==> config.mk <==
export PLATFORM = sky130hd
export DESIGN_NAME = ps2_host_tx
export DESIGN_NICKNAME = d
export VERILOG_FILES = /design/src/rtl/ps2_host_tx.sv
export SDC_FILE = /design/constraint.sdc
export NUM_CORES = 1
export LEC_CHECK = 0
export BUFFER_PORTS_ARGS = -buffer_cell sky130_fd_sc_hd__buf_2
export CORE_MARGIN = 3
export CORE_UTILIZATION = 52
export CTS_BUF_LIST = sky130_fd_sc_hd__clkbuf_2
export DETAILED_ROUTE_END_ITERATION = 10
export PLACE_DENSITY = 0.72
export SLEW_MARGIN = 15
export SYNTH_ARGS = -nofsm -noshare
export SYNTH_HDL_FRONTEND = slang
export SYNTH_SLANG_ARGS = --single-unit
export TNS_END_PERCENT = 100
==> constraint.sdc <==
create_clock -name clk_i -period 4.2 [get_ports clk_i]
set_input_delay 0.42 -clock clk_i [delete_from_list [all_inputs] [get_ports clk_i]]
set_output_delay 0.42 -clock clk_i [all_outputs]
set_load 0.05 [all_outputs]
==> src/rtl/ps2_host_tx.sv <==
// ps2_host_tx: host-to-device PS/2 transmitter.
// Sends one command byte (start, 8 data bits LSB first, odd parity, stop) to the device and checks
// its acknowledge bit. PS2_CLK/PS2_DAT are driven open-drain through the *_oe_o outputs.
// Optional feature: define PS2_TX_TIMEOUT_EN to enable a watchdog that aborts a stalled frame.
module ps2_host_tx #(
    parameter int unsigned INHIBIT_CYCLES = 6000,
    parameter int unsigned TIMEOUT_CYCLES = 750000
) (
    input  logic       clk_i,
    input  logic       rst_ni,
    input  logic       send_i,
    input  logic [7:0] tx_data_i,
    input  logic       ps2_clk_i,
    input  logic       ps2_dat_i,
    output logic       ps2_clk_oe_o,
    output logic       ps2_dat_oe_o,
    output logic       busy_o,
    output logic       done_o,
    output logic       error_o
);

    localparam int unsigned InhW = (INHIBIT_CYCLES > 1) ? $clog2(INHIBIT_CYCLES) : 1;
    localparam logic [InhW-1:0] InhLast = InhW'(INHIBIT_CYCLES - 1);

    typedef enum logic [2:0] {
        StIdle,
        StInhibit,
        StReq,
        StXfer,
        StAck,
        StWaitIdle
    } state_e;

    state_e          state_q, state_d;
    logic [7:0]      data_q, data_d;
    logic            parity_q, parity_d;
    logic [3:0]      bit_cnt_q, bit_cnt_d;
    logic [InhW-1:0] inh_cnt_q, inh_cnt_d;
    logic            done_q, done_d;
    logic            error_q, error_d;

    logic [1:0]      clk_sync_q, dat_sync_q;
    logic            clk_prev_q;
    logic            clk_s, dat_s, clk_fall;
    logic            active, timeout, xfer_bit;

    assign clk_s    = clk_sync_q[1];
    assign dat_s    = dat_sync_q[1];
    assign clk_fall = clk_prev_q & ~clk_s;
    assign active   = (state_q == StReq) || (state_q == StXfer) ||
                      (state_q == StAck) || (state_q == StWaitIdle);

    // Two-flop synchronisers for the asynchronous line levels; idle-high after reset.
    always_ff @(posedge clk_i or negedge rst_ni) begin
        if (!rst_ni) begin
            clk_sync_q <= 2'b11;
            dat_sync_q <= 2'b11;
        end else begin
            clk_sync_q <= {clk_sync_q[0], ps2_clk_i};
            dat_sync_q <= {dat_sync_q[0], ps2_dat_i};
        end
    end

    // Previous synced clock; held low in IDLE/INHIBIT so edge detection restarts at REQ entry.
    always_ff @(posedge clk_i or negedge rst_ni) begin
        if (!rst_ni) begin
            clk_prev_q <= 1'b0;
        end else if ((state_q == StIdle) || (state_q == StInhibit)) begin
            clk_prev_q <= 1'b0;
        end else begin
            clk_prev_q <= clk_s;
        end
    end

`ifdef PS2_TX_TIMEOUT_EN
    localparam int unsigned WdW = (TIMEOUT_CYCLES > 1) ? $clog2(TIMEOUT_CYCLES) : 1;
    localparam logic [WdW-1:0] WdLast = WdW'(TIMEOUT_CYCLES - 1);

    logic [WdW-1:0] wd_q;

    // Watchdog: held clear until REQ entry, restarted by every device falling edge.
    always_ff @(posedge clk_i or negedge rst_ni) begin
        if (!rst_ni) begin
            wd_q <= '0;
        end else if (!active || clk_fall) begin
            wd_q <= '0;
        end else if (wd_q != WdLast) begin
            wd_q <= wd_q + 1'b1;
        end
    end

    assign timeout = active && (wd_q == WdLast);
`else
    assign timeout = 1'b0;
`endif

    // Bit currently presented during XFER: data LSB first, then parity, then stop (released).
    always_comb begin
        xfer_bit = 1'b1;
        if ((bit_cnt_q >= 4'd1) && (bit_cnt_q <= 4'd8)) begin
            xfer_bit = data_q[3'(bit_cnt_q - 4'd1)];
        end else if (bit_cnt_q == 4'd9) begin
            xfer_bit = parity_q;
        end
    end

    // FSM state and frame registers.
    always_ff @(posedge clk_i or negedge rst_ni) begin
        if (!rst_ni) begin
            state_q   <= StIdle;
            data_q    <= '0;
            parity_q  <= 1'b0;
            bit_cnt_q <= '0;
            inh_cnt_q <= '0;
            done_q    <= 1'b0;
            error_q   <= 1'b0;
        end else begin
            state_q   <= state_d;
            data_q    <= data_d;
            parity_q  <= parity_d;
            bit_cnt_q <= bit_cnt_d;
            inh_cnt_q <= inh_cnt_d;
            done_q    <= done_d;
            error_q   <= error_d;
        end
    end

    // Next-state logic and line drive decode.
    always_comb begin
        state_d      = state_q;
        data_d       = data_q;
        parity_d     = parity_q;
        bit_cnt_d    = bit_cnt_q;
        inh_cnt_d    = inh_cnt_q;
        done_d       = 1'b0;
        error_d      = 1'b0;
        ps2_clk_oe_o = 1'b0;
        ps2_dat_oe_o = 1'b0;

        unique case (state_q)
            StIdle: begin
                if (send_i && !busy_o) begin
                    data_d    = tx_data_i;
                    parity_d  = ~^tx_data_i;
                    bit_cnt_d = '0;
                    inh_cnt_d = '0;
                    state_d   = StInhibit;
                end
            end
            StInhibit: begin
                ps2_clk_oe_o = 1'b1;
                // Data goes low while clock is still held: request-to-send.
                ps2_dat_oe_o = (inh_cnt_q == InhLast);
                if (inh_cnt_q == InhLast) begin
                    state_d = StReq;
                end else begin
                    inh_cnt_d = inh_cnt_q + 1'b1;
                end
            end
            StReq: begin
                ps2_dat_oe_o = 1'b1;
                if (clk_fall) begin
                    bit_cnt_d = 4'd1;
                    state_d   = StXfer;
                end
            end
            StXfer: begin
                ps2_dat_oe_o = ~xfer_bit;
                if (clk_fall) begin
                    bit_cnt_d = bit_cnt_q + 4'd1;
                    if (bit_cnt_q == 4'd9) begin
                        state_d = StAck;
                    end
                end
            end
            StAck: begin
                if (clk_fall) begin
                    if (!dat_s) begin
                        state_d = StWaitIdle;
                    end else begin
                        error_d = 1'b1;
                        state_d = StIdle;
                    end
                end
            end
            StWaitIdle: begin
                if (clk_s && dat_s) begin
                    done_d  = 1'b1;
                    state_d = StIdle;
                end
            end
            default: state_d = StIdle;
        endcase

        if (timeout) begin
            ps2_clk_oe_o = 1'b0;
            ps2_dat_oe_o = 1'b0;
            done_d       = 1'b0;
            error_d      = 1'b1;
            state_d      = StIdle;
        end
    end

    assign busy_o  = (state_q != StIdle) || done_q || error_q;
    assign done_o  = done_q;
    assign error_o = error_q;

endmodule
* Word-level counts from Yosys, hierarchy flattened *
Cells that the tools add are included.

cells by class
  add/sub/neg operators = 3
  $lt $le $gt $ge = 3
  equal/unequal tests = 15
  multiplexer cells = 28
  bitwise gates (word level) = 3
  reductions and logical operators = 16

operators with widths
  operator                                                                count
  13-bit two-way mux                                                      2
  13-bit one-hot mux with 2 select lines                                  1
  3-bit two-way mux                                                       8
  3-bit one-hot mux with 6 select lines                                   1
  13-bit by 1-bit adder with 13-bit output (second input constant)        1
  13-bit equality test (second input constant)                            1
  4-bit two-way mux                                                       3
  4-bit one-hot mux with 3 select lines                                   1
  1-bit two-way mux                                                       10
  2-bit by 1-bit != test with 1-bit output (second input constant)        4
  2-bit != test (second input constant)                                   4
  8-bit XNOR reduction                                                    1
  7-bit AND reduction                                                     1
  3-bit by 2-bit equality test with 1-bit output (second input constant)  2
  3-bit equality test (second input constant)                             2
  3-bit nonzero test                                                      2
  4-bit by 1-bit adder with 4-bit output (second input constant)          1
  4-bit equality test (second input constant)                             1
  4-bit by 1-bit >= comparator with 1-bit output (second input constant)  1
  4-bit less-or-equal comparator (second input constant)                  1
  3-bit by 4-bit < comparator with 1-bit output (second input constant)   1
  4-bit AND reduction                                                     1
  1-bit binary-select mux with 3-bit select                               1
  3-bit by 1-bit equality test with 1-bit output (second input constant)  1
  other kinds (11)                                                        16

storage, ports and cells
  flip-flop bits (word level) = 36
  input port bits = 13
  output and inout bits = 5

* Depth between registers and ports, before layout *
  depth in word-level cells = 7
  gate-level depth with buffers = 7

* Least setup slack after synthesis *
OpenSTA, ideal clock, no wires.

  path type = reg-to-output
  start point = register inh_cnt_q[0]
  end point = output ps2_dat_oe_o
  data arrival time = 2.329 ns
  data required time = 3.780 ns
  setup slack = 1.451 ns
  cell stages (with the launch flop) = 6
  cells stage by stage = dfrtp_1 ha_1 nand4bb_1 nor4_4 a21oi_1 o31ai_1

between the ends
  word-level cells in the longest chain between the ends = 2

RTL lines
  element                                line  RTL
  start, declared                        38    logic [InhW-1:0] inh_cnt_q, inh_cnt_d;
  start signal, assigned                 122   inh_cnt_q <= inh_cnt_d;
  13-bit equality test                   153   ps2_dat_oe_o = (inh_cnt_q == InhLast);
  1-bit one-hot mux with 3 select lines  140   unique case (state_q)
  end, declared                          16    output logic ps2_dat_oe_o,

No other way between the ends.

* Final worst setup path *
  start point = register bit_cnt_q[0]
  end point = output ps2_dat_oe_o

between the ends
  word-level cells in the longest chain between the ends = 6
  elaborated cells between the ends (all ways) = 11
  those cells by class = add/sub: 1; order compare: 2; eq/ne: 1; mux: 5; bitwise: 1; reduce/logical: 1

RTL lines
  element                                      line  RTL
  start, declared                              37    logic [3:0] bit_cnt_q, bit_cnt_d;
  start signal, assigned                       121   bit_cnt_q <= bit_cnt_d;
  3-bit by 1-bit subtractor with 3-bit output  101   xfer_bit = data_q[3'(bit_cnt_q - 4'd1)];
  1-bit binary-select mux with 3-bit select    101
  1-bit two-way mux (not written as such)      101
  1-bit two-way mux *                          100   if ((bit_cnt_q >= 4'd1) && (bit_cnt_q <= 4'd8)) begin
  1-bit NOT *                                  168   ps2_dat_oe_o = ~xfer_bit;
  1-bit one-hot mux with 3 select lines *      140

Mark *: on every way between the ends. The rest lies on a longest branch, timed or not. The select of a mux whose other input is x is not followed.

==> implementation parameters <==
Parameter                              Value

Layout
  NumNets Final    247
  Area overhead of the layout relative to synthesis    7.37%
  Antenna cells    0
  Total area of multi-input combinational cells    1040 um^2
  Share of final-layout standard cells stronger than drive strength 1    17.0%
  Reg area    906 um^2
  Filler cells    344

Worst setup path
  Sort of element at the start of the critical path    flip-flop
  Required time of the critical path    3.78 ns
  Maximum fanout encountered on the critical timing path    8
  Startpoint-to-endpoint class of the critical path    flip-flop to primary output
  Worst setup EP type    primary output
  Worst reg2reg path depth    4
  Data arrival at the endpoint of the critical path    2.30 ns

Floorplanning
  Initial core utilization    54.4%
  I/O pin count    18
  Die boundary width    68.3 um
  Overall die height    68.3 um
  Core area    3720 um^2
  # rows    22
  Area of the die    4670 um^2

Timing
  Number of endpoints failing setup at the final stage    0
  Final min period    2.72 ns
  FMAX    0.367 GHz
  Worst-margin pin slew    0.789 ns
  Post-Route Setup TNS    0 ns
  Max-slew violation count    0
  Layout Skew    0.0310 ns
  Setup repair after global routing missed its margin    false
  Relative max-transition margin    47.4%
  Period utilisation layout    64.8%
  Count of final hold-check violations    0

Logic synthesis
  Cells after Synth    213
  Seq cells post-synth    36
  Post-Synthesis Mean Instance Area    9.49 um^2
  Net count after synthesis    231
  Post-synth EDFFs    0
  Post-synth design cell area    2020 um^2
  Asr flop ratio synth    100%
  Most frequently used flop master after synthesis    dfrtp_1
  Share of synthesized area occupied by flip-flops and latches    44.8%
  Synth warnings    0
  Number of distinct library cells after synthesis    49

Clock tree
  Deepest clock path buffer count    2
  Clock insertion delay at the later pin of the skew report    0.38 ns
  Register clock-pin slew on the reported worst setup and hold paths    0.19 ns
  Quantity of gates resized following cts    0
  Buffer count from post-CTS setup fixing    0
  Clock Root Buffer    clkbuf_2
  TritonCTS clock tree    yes
  Hold-fix buffers at CTS    0
  H-tree levels    2
  Clock tree sinks    36
  TritonCTS buffer count    5

Drt
  Detail Route met2 WL    1670 um
  Via total after detailed routing    1,564
  Number of detailed-routing iterations run before antenna repair    4
  Iteration-0 DRC count of the detailed router    119
  Average via count per standard cell    5.63
  Residual antenna-violating net count after detailed routing    0
  Wire length per cell    13.6 um
  Total routed wirelength    3780 um
  Highest metal layer with signal wires    met4
  Length of routed wiring on met1    1930 um
  DRC errors left    0
  Met3 layer wire length in the routed design    134 um

Place
  Estimated wirelength of the detail-placed design    2650 um
  # port buffers    17
  Routability congestion estimate from global placement    0.802

Global routing
  First-pass GRT wire length    6350 um
  Grt ovf    0
  Number of global-route vias before repair    1,425
  Maximum number of pins on one net before global-route repair    37
  Initial antenna violation count    0
  Overall global routing resource usage    18.1%

Run
  # Max-Cap Violations    0

Worst hold path
  Worst min path class    input port to asynchronous set/reset pin

Pwr
  Leakage component of the power    0.975 nW
  Worst-case vdd ir drop    0.214 mV
  Cell Pwr Density    363 nW/um^2
  Total power    0.788 mW

Status
  Result of the run    completed
-- state kept, by name (all words and copies together), names as in the netlist --
name        cells
parity_q        1
data_q          8
clk_prev_q      1
done_o          1
dat_sync_q      2
error_o         1
inh_cnt_q      13
clk_sync_q      2
bit_cnt_q       4
state_q         3
-- layer usage --
| metal | track usage, % | vias up |
|---|---|---|
| met1 | 26.0 | 740 |
| met2 | 26.2 | 33 |
| met4 | 6.95 | 0 |
| li1 | - | 786 |
| met5 | 0 | - |
| met3 | 4.27 | 5 |
-- final timing paths --
| path | to | from | slack (ns) |
|---|---|---|---|
| max | ps2_dat_oe_o | bit_cnt_q[0]$_DFFE_PN0P_ | 1.48 |
| min | error_o$_DFF_PN0_ | rst_ni | 0.08 |
| max reg2reg | inh_cnt_q[4]$_DFFE_PN0P_ | state_q[0]$_DFFE_PN0P_ | 2.13 |
| min reg2reg | clk_sync_q[1]$_DFF_PN1_ | clk_sync_q[0]$_DFF_PN1_ | 0.34 |
| max in group asynchronous | data_q[6]$_DFFE_PN0P_ | rst_ni | 3.59 |
| min in group clk_i | dat_sync_q[0]$_DFF_PN1_ | ps2_dat_i | 0.14 |
-- worst max-delay path, stage by stage, from the launching register on --
cell,delay [ns]
dfrtp_1,0.56
inv_1,0.11
ha_1,0.35
mux4_2,0.29
mux2i_1,0.15
nand3_1,0.08
o31ai_1,0.08
buf_2,0.31
-- cell usage after synthesis (2+ instances only) --
cell | n | area, um^2
mux4_2 | 2 | 45.0
nand4_1 | 5 | 31.3
dfstp_2 | 4 | 105
buf_2 | 3 | 15.0
nor2b_1 | 3 | 18.8
nor3b_1 | 2 | 15.0
nand3_1 | 6 | 30.0
dfrtp_1 | 32 | 801
o31ai_1 | 5 | 37.5
ha_1 | 5 | 62.6
nand2b_1 | 3 | 18.8
and2_1 | 2 | 12.5
a21o_1 | 2 | 15.0
o21ai_0 | 12 | 60.1
nand3b_1 | 4 | 30.0
mux2i_1 | 5 | 50.1
and3_1 | 3 | 18.8
xor2_1 | 3 | 26.3
nor2_1 | 10 | 37.5
nor3_1 | 3 | 15.0
a211oi_1 | 3 | 22.5
xnor2_1 | 7 | 61.3
nand2_1 | 37 | 139
a21oi_1 | 11 | 55.1
o2111ai_1 | 2 | 17.5
or3_1 | 2 | 12.5
clkbuf_1 | 3 | 11.3
inv_1 | 10 | 37.5
or4_1 | 4 | 30.0
-- cell families after synthesis --
| kind of cell | Yosys count | share of synthesized area [%] |
|---|---|---|
| simple gates | 92 | 25.0 |
| compound gates | 44 | 13.9 |
| fa+ha+maj | 5 | 3.10 |
| xor+xnor | 10 | 4.33 |
| mux | 8 | 5.26 |
| buf+inv | 18 | 3.59 |
| flops | 36 | 44.8 |
-- layout by cell type, fill, tap and decap left out, drive strengths merged, types with 2 or more instances in the layout --
cell     Yosys  routed
a211oi       3       3
a21o         2       2
a21oi       11      11
a22o         2       2
and2         3       3
and3         3       3
buf          4      17
clkbuf       4       7
dfrtp       32      32
dfstp        4       4
ha           5       5
inv         10      10
mux2i        5       5
mux4         2       2
nand2       37      37
nand2b       3       3
nand3        7       7
nand3b       4       4
nand4        5       5
nor2        10      10
nor2b        3       3
nor3         3       3
nor3b        3       3
o2111ai      2       2
o21ai       13      13
o31ai        5       5
or3          2       2
or4          4       4
xnor2        7       7
xor2         3       3
-- stage by stage --
| step | hold WS [ns] | area, um^2 | instances | worst slack [ns] | util [%] |
|---|---|---|---|---|---|
| after floorplan | 0.124 | 2020 | 213 | 1.45 | - |
| after global placement | 0.347 | 2130 | 270 | 1.94 | 57.3 |
| final | 0.0833 | 2170 | 278 | 1.48 | 58.4 |
| after CTS | 0.0835 | 2170 | 278 | 1.44 | 58.4 |
| after global routing | 0.0839 | 2170 | 278 | 1.20 | 58.4 |
| after detailed placement | 0.348 | 2130 | 270 | 1.91 | 57.3 |
-- power breakdown --
part	switching, mW	internal, mW	total (mW)
clock network	0.113	0.0447	0.158
logic	0.0943	0.0867	0.181
registers	0.0480	0.401	0.449
total	0.256	0.532	0.788
-- area by class of cell --
class | count | share of cell area [%]
Multi-Input combinational cell | 159 | 48.0
Sequential cell | 36 | 41.8
Timing Repair Buffer | 17 | 3.92
Tap cell | 48 | 2.77
Inverter | 10 | 1.73
Clock buffer | 7 | 1.61
Clock inverter | 1 | 0.173
(Power assumes the default switching activity.)
